### config.mk
export PLATFORM = sky130hd
export DESIGN_NAME = gcd_job_driver
export DESIGN_NICKNAME = d
export VERILOG_FILES = /design/src/rtl/gcd_job_driver.sv
export SDC_FILE = /design/constraint.sdc
export NUM_CORES = 1
export LEC_CHECK = 0
export BUFFER_PORTS_ARGS = -buffer_cell sky130_fd_sc_hd__buf_2
export CORE_MARGIN = 10
export CORE_UTILIZATION = 35
export CTS_CLUSTER_DIAMETER = 120
export DETAILED_ROUTE_END_ITERATION = 8
export PLACE_DENSITY_LB_ADDON = 0.1
export SLEW_MARGIN = 20
export SYNTH_ARGS = -nofsm -noshare
export SYNTH_HDL_FRONTEND = slang
export SYNTH_SLANG_ARGS = --single-unit
### constraint.sdc
create_clock -name clock -period 3.6 [get_ports clock]
set_input_delay 0.18 -clock clock [delete_from_list [all_inputs] [get_ports clock]]
set_output_delay 0.18 -clock clock [all_outputs]
set_load 0.05 [all_outputs]
### src/rtl/gcd_job_driver.sv
// gcd_job_driver: sequences operand pairs into a start/finish GCD unit, with zero-operand bypass and a WAIT timeout.
module gcd_job_driver #(
  parameter int WIDTH   = 8,
  parameter int TIMEOUT = 255
) (
  input  logic             clock,
  input  logic             reset_n,
  input  logic             op_valid,
  output logic             op_ready,
  input  logic [WIDTH-1:0] op_a,
  input  logic [WIDTH-1:0] op_b,
  output logic             gcd_start,
  output logic [WIDTH-1:0] gcd_data,
  input  logic             gcd_finish,
  input  logic [WIDTH-1:0] gcd_result,
  output logic             gcd_clear,
  output logic             res_valid,
  input  logic             res_ready,
  output logic [WIDTH-1:0] res_data,
  output logic             res_error
);
  localparam int CW = $clog2(TIMEOUT + 1);
  typedef enum logic [2:0] {INIT, IDLE, SEND_A, SEND_B, WAIT, CLEAR, OUT} state_t;
  state_t state_q, state_d;
  logic [WIDTH-1:0] a_q, a_d, b_q, b_d, res_q, res_d;
  logic err_q, err_d;
  logic [CW-1:0] cnt_q, cnt_d;
  always_ff @(posedge clock or negedge reset_n) begin
    if (!reset_n) begin
      state_q <= INIT;
      a_q     <= '0;
      b_q     <= '0;
      res_q   <= '0;
      err_q   <= 1'b0;
      cnt_q   <= '0;
    end else begin
      state_q <= state_d;
      a_q     <= a_d;
      b_q     <= b_d;
      res_q   <= res_d;
      err_q   <= err_d;
      cnt_q   <= cnt_d;
    end
  end
  always_comb begin
    state_d = state_q;
    a_d     = a_q;
    b_d     = b_q;
    res_d   = res_q;
    err_d   = err_q;
    cnt_d   = cnt_q;
    case (state_q)
      INIT:   state_d = IDLE;
      IDLE:   if (op_valid) begin
                a_d = op_a;
                b_d = op_b;
                if (op_a == '0 || op_b == '0) begin
                  res_d   = op_a | op_b;
                  err_d   = 1'b0;
                  state_d = OUT;
                end else state_d = SEND_A;
              end
      SEND_A: state_d = SEND_B;
      SEND_B: begin
                cnt_d   = '0;
                state_d = WAIT;
              end
      WAIT:   if (gcd_finish) begin
                res_d   = gcd_result;
                err_d   = 1'b0;
                state_d = CLEAR;
              end else if (cnt_q == CW'(TIMEOUT - 1)) begin
                res_d   = '0;
                err_d   = 1'b1;
                state_d = CLEAR;
              end else cnt_d = cnt_q + 1'b1;
      CLEAR:  state_d = OUT;
      OUT:    if (res_ready) state_d = IDLE;
      default: state_d = INIT;
    endcase
  end
  // INIT is the reset state, so its clear pulse is held off until reset_n releases
  assign gcd_clear = reset_n && (state_q == INIT || state_q == CLEAR);
  assign op_ready  = state_q == IDLE;
  assign gcd_start = state_q == SEND_A;
  assign gcd_data  = state_q == SEND_A ? a_q : state_q == SEND_B ? b_q : '0;
  assign res_valid = state_q == OUT;
  assign res_data  = res_q;
  assign res_error = err_q;
endmodule

* Word-level counts from Yosys, hierarchy flattened
Cells that the tools add are included.
** Word-level totals
- Register bits :: 36
- Input bits :: 29
- Output and inout port bits :: 21
- Logic and storage cells :: 54
** Cells by class
- Add/sub/neg operators :: 1
- Equal/unequal tests :: 13
- Muxes and demuxes :: 21
- Bitwise gates (word level) :: 1
- Reductions and logical operators :: 12
** Operators with widths (number)
- 2-to-1 mux 8 bit :: 8
- case mux 8 bit (2 select lines) :: 2
- case mux 3 bit (7 select lines) :: 1
- logical NOT 8 bit :: 2
- 2-to-1 mux 3 bit :: 5
- equality test 3 bit, second input constant :: 3
- adder 8 x 1 -> 8 bit, second input constant :: 1
- equality test 8 bit, second input constant :: 1
- OR 8 bit :: 1
- equality test 3 x 2 -> 1 bit, second input constant :: 2
- inequality test 2 bit, second input constant :: 3
- AND reduction 3 bit :: 2
- 2-to-1 mux 1 bit :: 4
- inequality test 2 x 1 -> 1 bit, second input constant :: 2
- AND reduction 4 bit :: 1
- nonzero test 2 bit :: 2
- equality test 3 x 1 -> 1 bit, second input constant :: 1
- logical NOT 3 bit :: 1
- inequality test 3 bit, second input constant :: 1
- logical OR 1 bit :: 2
- case mux 1 bit (2 select lines) :: 1
- AND reduction 2 bit :: 1
- logical AND 1 bit :: 1

* Depth between registers and ports, before layout
Gate-level depths: netlist of run 1.
- Word-level depth :: 5
- Gate-level depth with buffers :: 7
- Depth with buffers taken out :: 7

* Worst setup path before layout of run 1
No wires, ideal clock.
- Path kind :: register to output
- Start point :: register state_q[0]
- End point :: output port gcd_clear
- Arrival time :: 2008 ps
- Required time :: 3420 ps
- Path slack :: 1412 ps
- Cell stages (with the launch flop) :: 5
- Path buffers :: 2
- Path through :: dfrtp_1 -> buf_2 -> buf_2 -> xor2_1 -> nor3b_1
** Between the ends
- Longest elaborated chain between the ends :: 3
- Elaborated cells on any way between the ends :: 4
** Ends and longest elaborated chain
- start: declaration :: RTL line 24 : state_t state_q, state_d;
- start signal: assignment :: RTL line 37 : state_q <= state_d;
- equality test 3 bit or logical NOT 3 bit (tied branches) :: RTL line 83 : assign gcd_clear = reset_n && (state_q == INIT || state_q == CLEAR);
- logical OR 1 bit * :: RTL line 83
- logical AND 1 bit * :: RTL line 83
- end: declaration :: RTL line 16 : output logic gcd_clear,
Every way passes the cells marked *; elsewhere a longest branch is shown, timed or not.

* Worst setup path after layout of run 1
- Start point :: register state_q[1]
- End point :: register a_q[5]
** Between the ends
- Longest elaborated chain between the ends :: 2
** Ends and longest elaborated chain
- equality test 3 x 1 -> 1 bit :: RTL line 52 : case (state_q)
- AND reduction 2 bit (no source line)
- end signal: assignment :: RTL line 31 : a_q <= '0;
- end signal: assignment :: RTL line 38 : a_q <= a_d;
- end: declaration :: RTL line 25 : logic [WIDTH-1:0] a_q, a_d, b_q, b_d, res_q, res_d;
No other way between the ends.
A chain may end at the register's enable or synchronous reset.

==> metrics.txt, run 1 <==
Rows 27; status completed; fill count 548; initial antenna violation count 0; fraction of layout cells with a size suffix above 1 38.9%; min cycle time layout 1.95 ns; Crit Path Max Fanout 12; crit-path cells nor2_1, and3_1, buf_4, mux2_2; ys async rst share 100%; Final Non-Filler Cells 311; Via Count 1552; total wire length 4.79 mm; DP Cell Count 302; CTS tree yes; RSZ-0062 raised after global routing false; I/O Buffers 49; gr ovfl total 0; Worst-Skew Late Latency 0.28 ns; Initial Util 35.7%; Nets 269; #FFs+latches synth 36; Max VDD drop 0.533 mV; Synth top area share 46.2%; multiplexer area fraction after synthesis 19.6%; GRT Total Usage 11.2%; Mapped Cells 188; R2R Path Start state_q[1]; setup TNS 0 ns; fraction of the mapped netlist area in simple logic gates 18.0%; clock sinks 36; post-synthesis compound-gate area fraction 11.1%; Layout area overhead 20.8%; CTS Buf Count 5; CTS max path bufs 2; Die X 94.7 um; Post-synth top flop dfrtp_1; most frequent cells after synthesis dfrtp_1 (36), mux2_2 (25), nand2_1 (23); critical path startpoint state_q[1]; max_slew headroom 62.1%; Synth Net Count 219; largest net degree at the start of global routing 38; Crit Path Class reg2reg; Max Clk Rate 512 MHz; Core ar. 0.00547 mm2; Avg WL per Cell 15.4 um; setup bufs post-CTS 0; Synth Area in Adders 1.28%; largest family of logic cells by synthesized area multiplexers; register area share after synthesis 46.2%; sequential cell area 901 um2; # hold bufs at CTS 1; Post-CTS Resized 0; Final Hold Fails 0; Setup WS pre-CTS 1.66 ns; EDFF count, synth 0; max-cap check violation count 0; hold_sp op_b[4]; max-slew violation count 0; distinct cell type count after synthesis 40; number of remaining DRC errors 0; PwrDens 862 mW/mm2; ant diodes 0; Crit-path slowest cell and3_1; 1st-pass router iterations 4; measured slew at the worst slew-check pin 0.569 ns; vias in the first global route 1569; syn_area_per_cell 10.4 um2; Post-Route Skew 0.00689 ns; Clock transition at path regs 0.08 ns; Required @ worst endpoint 3.78 ns; CP peak stage delay 0.54 ns; Crit. End Element flop; Clk Tree Root Cell clkbuf_8; Post-Syn Area 0.00195 mm2; # IOs 50; HP Class in2reg; startpoint class of the critical path flop; Critical Path AT 2.13 ns; Multi-input gate area 983 um2; DR iter-0 viols 20; Synth Area in XOR/XNOR 0.449%; leakage 0.00111 uW; Vias/cell 4.99; final worst slack 1.65 ns; htree depth 2; Final Wtd Congestion 0.770; Die Y 94.7 um; fin crit share 54.3%; Yosys top cell by area dfrtp_1; Die Area 0.00896 mm2; largest cells by area after synthesis dfrtp_1 (46%), mux2_2 (14%), mux2i_1 (5.1%); Synth warnings 0; first-pass GRT wire length 8.02 mm; Post-DP HPWL 3.62 mm; final setup violating endpoints 0; top-count cell post-synth dfrtp_1; Final ANT Viol Nets 0
==> worst max-delay path, delay by kind of cell (launching register included) <==
kind | cells | cell delay, ns
multiplexers | 1 | 0.34
flip-flops | 1 | 0.52
buffers and inverters | 1 | 0.27
AND/OR/NAND/NOR | 2 | 0.72
==> layout by cell type, fill, tap and decap left out, types with 2 or more instances in the layout <==
cell type and n:
nor4_1 6, o21ai_0 6, nand2_1 23, clkbuf_8 5, nor2_1 15, mux2_2 25, and3_1 2, dfrtp_1 36
ha_1 2, buf_2 49, nand2b_1 3, mux2i_1 10, nor3_1 9, inv_1 3, a21oi_1 10, buf_4 4
nand3_1 4, clkinv_2 2, o21a_1 2
==> layout make-up <==
| class | count | share of cell area (%) |
|---|---|---|
| sequential | 36 | 38.2 |
| clock buffer | 5 | 2.92 |
| tap | 72 | 3.82 |
| timing repair buffer | 54 | 12.1 |
| multi-input combinational | 138 | 41.7 |
| inverter | 3 | 0.477 |
| clock inverter | 3 | 0.796 |
==> logic make-up after synthesis <==
| group | Yosys count |
|---|---|
| simple gates | 69 |
| fa+ha+maj | 2 |
| xor+xnor | 1 |
| buf+inv | 14 |
| compound gates | 31 |
| flops | 36 |
| mux | 35 |
==> where the power goes <==
group	leakage (uW)	internal, uW	switching (uW)
combinational	0.000620	367	680
clock	0.0000479	135	151
sequential	0.000439	572	127
==> worst paths after layout <==
check / endpoint / slack [ns] / depth (start not counted)
worst max register to register: a_q[5] / 1.65 / 4
worst max-delay path: a_q[5] / 1.65 / 4
min in group asynchronous: a_q[4] / 0.47 / 3
worst min-delay path: b_q[4] / 0.16 / 2
max in group asynchronous: b_q[1] / 2.80 / 3
worst min register to register: a_q[1] / 0.51 / 1
==> metal layers <==
layer,share of wire [%],vias up,global-route usage (%),routed length [um]
met2,47,29,17.6,2240
li1,-,770,-,-
met3,4.9,7,3.81,237
met4,1.1,0,3.37,51
met5,0,-,0,0
met1,47,746,14.2,2270
==> state kept, by name, summed over array words and instances (netlist names) <==
register	cells
state_q	3
b_q	8
a_q	8
res_error	1
res_data	8
cnt_q	8
==> metrics by stage <==
| stage | power, uW | util (%) | cell area, um2 | hold WS, ns |
|---|---|---|---|---|
| 6_report | 2030 | 43.1 | 2360 | 0.158 |
| 5_1_grt | 2170 | 43.1 | 2360 | 0.146 |
| 4_1_cts | 2060 | 43.1 | 2360 | 0.151 |
| 3_5_place_dp | 1770 | 41.3 | 2260 | 0.256 |
| 3_3_place_gp | 1770 | 41.3 | 2260 | 0.264 |
| 2_1_floorplan | 1530 | - | 1950 | -0.116 |
(Power assumes the default switching activity.)
==> inputs of run 2 (changes only) <==
--- a/config.mk
+++ b/config.mk
@@ -5,6 +5,7 @@
 export SDC_FILE = /design/constraint.sdc
 export NUM_CORES = 1
 export LEC_CHECK = 0
+export ABC_AREA = 1
 export BUFFER_PORTS_ARGS = -buffer_cell sky130_fd_sc_hd__buf_2
 export CORE_MARGIN = 10
 export CORE_UTILIZATION = 35
==> constraint.sdc (replaced) <==
create_clock -name clock -period 1.6 [get_ports clock]
set_input_delay 0.08 -clock clock [delete_from_list [all_inputs] [get_ports clock]]
set_output_delay 0.08 -clock clock [all_outputs]
set_load 0.05 [all_outputs]
==> run 2 against run 1 <==
Area after synthesis is 1.1% higher. Synthesized cell count increased by 36%. Core utilization up 3.1 points. Sequential share of layout area is 2.4 points lower.
==> metrics.txt, run 2 <==
status completed; Die Y 95.1 um (+0.43%); Crit. End Element primary output; HP Class in2reg; Critical Path AT 1.44 ns (-0.69 ns); Nets 346 (+29%); CTS max path bufs 2 (unchanged); distinct cell type count after synthesis 29 (-28%); 1st-pass router iterations 4 (unchanged); CTS Buf Count 5 (unchanged); vias in the first global route 1871 (+19%); Die Area 0.00904 mm2 (+0.87%); worst reg2reg endpoint res_data[7]; Via Count 1805 (+16%); register area share after synthesis 45.7% (-0.50 points); Vias/cell 4.65 (-6.8%); Mapped Cells 255 (+36%); I/O Buffers 49 (unchanged); # IOs 50 (unchanged); largest net degree at the start of global routing 37 (-2.6%); Avg WL per Cell 13.8 um (-10%); number of remaining DRC errors 0 (unchanged); fin crit share 95.0%; min cycle time layout 1.52 ns; clock sinks 36 (unchanged); Max Clk Rate 658 MHz; initial antenna violation count 0 (unchanged); Synth warnings 0 (unchanged); Synth top area share 45.7% (-0.50 points); WL met1 2.52 mm (+11%); Rows 27 (unchanged); Final Wtd Congestion 0.770 (about the same); Reg2Reg Setup Slack 0.14 ns (-1.51 ns); leakage 0.00135 uW (+22%); Final Hold Fails 0 (unchanged); EDFF count, synth 0 (unchanged); PwrDens 1870 mW/mm2 (+120%); Yosys top cell by area dfrtp_1; fin util 46.2% (+3.1 points); largest cells by area after synthesis dfrtp_1 (46%), nand2_1 (16%), o21ai_0 (8.6%); Worst-Skew Late Latency 0.29 ns (about the same); DR iter-0 viols 61 (+200%); fill count 603 (+10%); DP Cell Count 376 (+25%); Post-Syn Area 0.00197 mm2 (+1.1%); critical path startpoint state_q[0]; Post-DP HPWL 4.03 mm (+11%); wire length on met3 313 um (+32%); ys async rst share 100% (unchanged); Synth Net Count 286 (+31%); startpoint class of the critical path flop; Final ANT Viol Nets 0 (unchanged); #FFs+latches synth 36 (unchanged); Final Non-Filler Cells 388 (+25%); metal2 WL 2.47 mm (+10%); top-count cell post-synth nand2_1; Crit Path Max Fanout 5 (-7); Layout area overhead 28.1%; R2R Path Start cnt_q[0]; Top Metal Used met4; Core ar. 0.00547 mm2 (unchanged); Clk Tree Root Cell clkbuf_8; max-cap check violation count 0 (unchanged); commonest non-fill, non-tap cell in the layout nand2_1; ant diodes 0 (unchanged); max_slew headroom 69.2% (+7.1 points); max-slew violation count 0 (unchanged); Crit Path Class reg2out; CTS tree yes; Required @ worst endpoint 1.52 ns (-2.26 ns); Die X 95.1 um (+0.43%); Max VDD drop 0.823 mV (+54%); R2R cell count 11 (+7); gr ovfl total 0 (unchanged); Initial Util 36.1% (+0.39 points); first-pass GRT wire length 8.97 mm (+12%); measured slew at the worst slew-check pin 0.462 ns (-0.107 ns); most frequent cells after synthesis nand2_1 (85), dfrtp_1 (36), o21ai_0 (34); Post-Route Skew 0.00488 ns (-0.00201 ns); RSZ-0062 raised after global routing true; Post-synth top flop dfrtp_1; GRT Total Usage 12.5% (+1.3 points); fraction of layout cells with a size suffix above 1 29.4% (-9.5 points); htree depth 2 (unchanged); Worst Setup EP gcd_data[1]; most frequent cells in the layout nand2_1 (84), buf_2 (40), o21ai_0 (34); Clock transition at path regs 0.07 ns (about the same); final setup violating endpoints 0 (unchanged); syn_area_per_cell 7.74 um2 (-25%); setup TNS 0 ns (unchanged); total wire length 5.36 mm (+12%)
## run 2: layer usage
| metal | global-route usage, % | vias to the layer above |
|---|---|---|
| met4 | 3.74 | 0 |
| met1 | 15.6 | 822 |
| met5 | 0 | - |
| met2 | 19.8 | 37 |
| li1 | - | 939 |
| met3 | 4.32 | 7 |
## run 2: worst max-delay path, stage by stage (launching register included)
cell	delay [ns]
dfrtp_1	0.42
inv_2	0.12
nand2_4	0.08
nor2_4	0.17
a22o_1	0.20
buf_6	0.16
## run 2: timing repair
action,4_1_cts,5_1_grt
hold buffers,1,0
endpoints found under the hold margin,36,0
endpoints found under the setup margin,8,28
cloned,1,0
resized for setup,14,15
setup buffers,1,1
pin swaps,1,5
## run 2: worst min path at each step
stage	startpoint	endpoint	slack, ns	cells after the start
final	op_a[5]	a_q[5]	0.08	3
after detailed placement	reset_n	cnt_q[3]	0.20	2
after CTS	op_a[5]	a_q[5]	0.07	3
after global placement	reset_n	cnt_q[4]	0.21	2
after global routing	op_a[5]	a_q[5]	0.08	3
after floorplan	reset_n	a_q[0]	-0.22	0
## run 2: layout make-up
cell class	instances	area, um2	share of cell area, %
Clock inverter	2	10.0	0.396
Inverter	30	120	4.75
Multi-Input combinational cell	182	937	37.1
Tap cell	72	90.1	3.56
Clock buffer	6	82.6	3.27
Timing Repair Buffer	60	383	15.1
Sequential cell	36	905	35.8
## run 2: report_power, final
group          total (uW)  switching [uW]  internal [uW]
clock                 678             334            344
sequential           1500             225           1270
combinational        2550            1770            774
total                4720            2330           2390
## run 2: kinds of logic after synthesis
group | count (synthesis) | synth area share (%)
DFF | 36 | 45.7
AOI/OAI and AO/OA | 54 | 16.7
adders and majority gates | 2 | 1.27
xor gates and xnor gates | 1 | 0.444
and+or+nand+nor | 124 | 27.1
buffers and inverters | 38 | 8.81
## run 2: per-stage QoR
stage / power (uW) / hold slack (ns) / setup slack, ns / area [um2]
2_1_floorplan: 3260 / -0.216 / 0.0175 / 1980
3_3_place_gp: 3830 / 0.210 / 0.101 / 2320
3_5_place_dp: 3840 / 0.203 / 0.0968 / 2320
4_1_cts: 4670 / 0.0714 / 0.00386 / 2470
5_1_grt: 5090 / 0.0839 / -0.0101 / 2530
6_report: 4720 / 0.0760 / 0.0798 / 2530
==> inputs of run 3 (changes only) <==
--- a/config.mk
+++ b/config.mk
@@ -5,7 +5,6 @@
 export SDC_FILE = /design/constraint.sdc
 export NUM_CORES = 1
 export LEC_CHECK = 0
-export ABC_AREA = 1
 export BUFFER_PORTS_ARGS = -buffer_cell sky130_fd_sc_hd__buf_2
 export CORE_MARGIN = 10
 export CORE_UTILIZATION = 35
==> run 3 against run 2 <==
The flow now finishes with violations (negative setup slack). Core utilization rose by 6.6 points. Die area fell by 0.86%. First-iteration DRC count shrank 31%. Sequential share of layout area fell by 4.6 points. Clock power up 18%. Sequential power barely moved. Final cell count fell by 12%. Worst hold slack lost 0.026 ns. Flip-flop and latch count is the same. Critical path type is now reg2reg. Critical endpoint is now res_data[3]. Largest cell class unchanged. Largest power group unchanged.
==> metrics.txt, run 3 (synthesis results as in run 1) <==
Avg WL per Cell 15.9 um (+15%); PwrDens 1960 mW/mm2 (+4.7%); Layout area overhead 48.1%; gr ovfl total 0 (unchanged); DR iter-0 viols 42 (-31%); Final ANT Viol Nets 0 (unchanged); first-pass GRT wire length 9.06 mm (+0.99%); Critical Path AT 1.83 ns (+0.39 ns); Int Power 3270 uW (+37%); violated checks negative setup slack; Die Y 94.7 um (-0.43%); measured slew at the worst slew-check pin 0.469 ns (+0.00704 ns); Die X 94.7 um (-0.43%); min cycle time layout 1.65 ns (+0.132 ns); Crit Path Class reg2reg; Post-Route Skew 0.00944 ns (+0.00456 ns); CTS max path bufs 2 (unchanged); Crit. End Element flop; post-route cell area 0.00289 mm2 (+14%); CTS Buf Count 5 (unchanged); Crit Path Max Fanout 6 (+1); Core ar. 0.00547 mm2 (unchanged); Max VDD drop 0.843 mV (+2.5%); fill count 522 (-13%); CTS tree yes; CP peak stage delay 0.35 ns (-0.07 ns); leakage 0.00137 uW (+1.5%); Die Area 0.00896 mm2 (-0.86%); I/O Buffers 49 (unchanged); Comb power frac 59.0% (+5.1 points); Initial Util 35.7% (-0.39 points); max-slew violation count 0 (unchanged); largest net degree at the start of global routing 37 (unchanged); most frequent cells in the layout buf_2 (39), dfrtp_1 (35), buf_4 (26); startpoint class of the critical path flop; Clock transition at path regs 0.08 ns (about the same); final total power 5650 uW (+20%); ant diodes 0 (unchanged); initial antenna violation count 0 (unchanged); Required @ worst endpoint 1.78 ns (+0.26 ns); Worst-Skew Late Latency 0.29 ns (about the same); Crit-path slowest cell dfrtp_1; Area after DPL 0.00252 mm2 (+8.7%); number of remaining DRC errors 0 (unchanged); Net Sw Frac 42.1% (-7.3 points); max_slew headroom 68.7% (-0.47 points); commonest non-fill, non-tap cell in the layout buf_2; final setup violating endpoints 9 (+9); fraction of layout cells with a size suffix above 1 52.2% (+23 points); clock sinks 36 (unchanged); Final Hold Fails 0 (unchanged); Max Clk Rate 605 MHz (-8.0%); Via Count 1679 (-7.0%); total wire length 5.45 mm (+1.5%); crit-path cells inv_1, ha_2, nand3_4, nor2_2, o21a_1, a21oi_4, buf_12, mux2_4; NetSw 2380 uW (+2.0%); RSZ-0062 raised after global routing true; Rows 27 (unchanged); vias in the first global route 1792 (-4.2%); Nets 300 (-13%); HP Class in2reg; Vias/cell 4.91 (+5.5%); fin crit share 103% (+8.2 points); final worst slack -0.0521 ns (-0.132 ns); Post-DP HPWL 4.04 mm (+0.29%); Setup WS pre-CTS -0.0325 ns (-0.129 ns); max-cap check violation count 0 (unchanged); # IOs 50 (unchanged); Clk Tree Root Cell clkbuf_8; 1st-pass router iterations 2 (-2); GRT Total Usage 12.8% (+0.37 points); Seq pwr share 26.9% (-4.8 points); clock network power share 14.2% (-0.2 points); Final Wtd Congestion 0.780 (+1.3%); htree depth 2 (unchanged); status finished with violations
[run 3: cell count changes in the layout (fill, tap and decap cells not counted), moves of 10 or more]
cell,delta
nand2_1,-62
o21ai_0,-28
inv_1,-22
mux2_2,+18
buf_4,+16
nand3_1,-13
a21oi_1,+10
mux2i_1,+10
[run 3: final timing paths]
check | start | end | slack [ns] | depth (start not counted)
max in group asynchronous | reset_n | state_q[1] | 0.89 | 3
hold / removal | op_a[0] | a_q[0] | 0.05 | 2
hold reg to reg | a_q[5] | a_q[5] | 0.51 | 1
setup / recovery | cnt_q[0] | res_data[3] | -0.05 | 8
min in group asynchronous | reset_n | cnt_q[5] | 0.36 | 3
setup reg to reg | cnt_q[0] | res_data[3] | -0.05 | 8
[run 3: metal layers]
metal	track usage [%]	routed length [um]	part of all wire [%]	vias to the layer above
met5	0	0	0	-
met4	3.37	67	1.2	0
met3	4.68	318	5.8	6
met2	21.5	2710	50	34
met1	15.2	2360	43	806
li1	-	-	-	833
[run 3: final cells by class]
| class | count | area (um2) | share of cell area, % |
|---|---|---|---|
| sequential | 36 | 902 | 31.2 |
| timing repair buffer | 85 | 674 | 23.3 |
| clock inverter | 2 | 35.0 | 1.21 |
| tap | 72 | 90.1 | 3.12 |
| inverter | 3 | 11.3 | 0.390 |
| clock buffer | 6 | 72.6 | 2.51 |
| multi-input combinational | 138 | 1100 | 38.2 |
[run 3: power by group through the flow]
stage / logic [uW] / registers (uW) / clock network, uW
final: 3330 / 1520 / 800
after global routing: 3580 / 1570 / 869
after CTS: 3230 / 1520 / 818
after detailed placement: 2810 / 1530 / 0
after global placement: 2800 / 1530 / 0
after floorplan: 1660 / 1860 / 0
[run 3: worst max-delay path: cells and delay by family, from the launching register on]
family | cells | cell delay, ns
compound gates | 2 | 0.38
fa+ha+maj | 1 | 0.19
buf+inv | 2 | 0.21
flops | 1 | 0.35
mux | 1 | 0.29
simple gates | 2 | 0.12
[run 3: stage by stage]
step / std cells / utilization (%) / TNS [ns] / hold WS [ns]
floorplan: 188 / - / -1.60 / -0.216
global placement: 327 / 46.0 / -0.114 / 0.166
detailed placement: 327 / 46.0 / -0.186 / 0.167
CTS: 340 / 50.8 / -0.409 / 0.0438
global route: 342 / 52.8 / -1.50 / 0.0554
finish: 342 / 52.8 / -0.351 / 0.0497
[run 3: repair_timing]
item / in CTS / in global routing
gates cloned: 1 / 0
hold buffers: 1 / 0
pin swaps: 3 / 8
endpoints found under the hold margin: 36 / 0
buffers inserted: 3 / 2
setup endpoints to repair: 32 / 39
resized for setup: 21 / 23
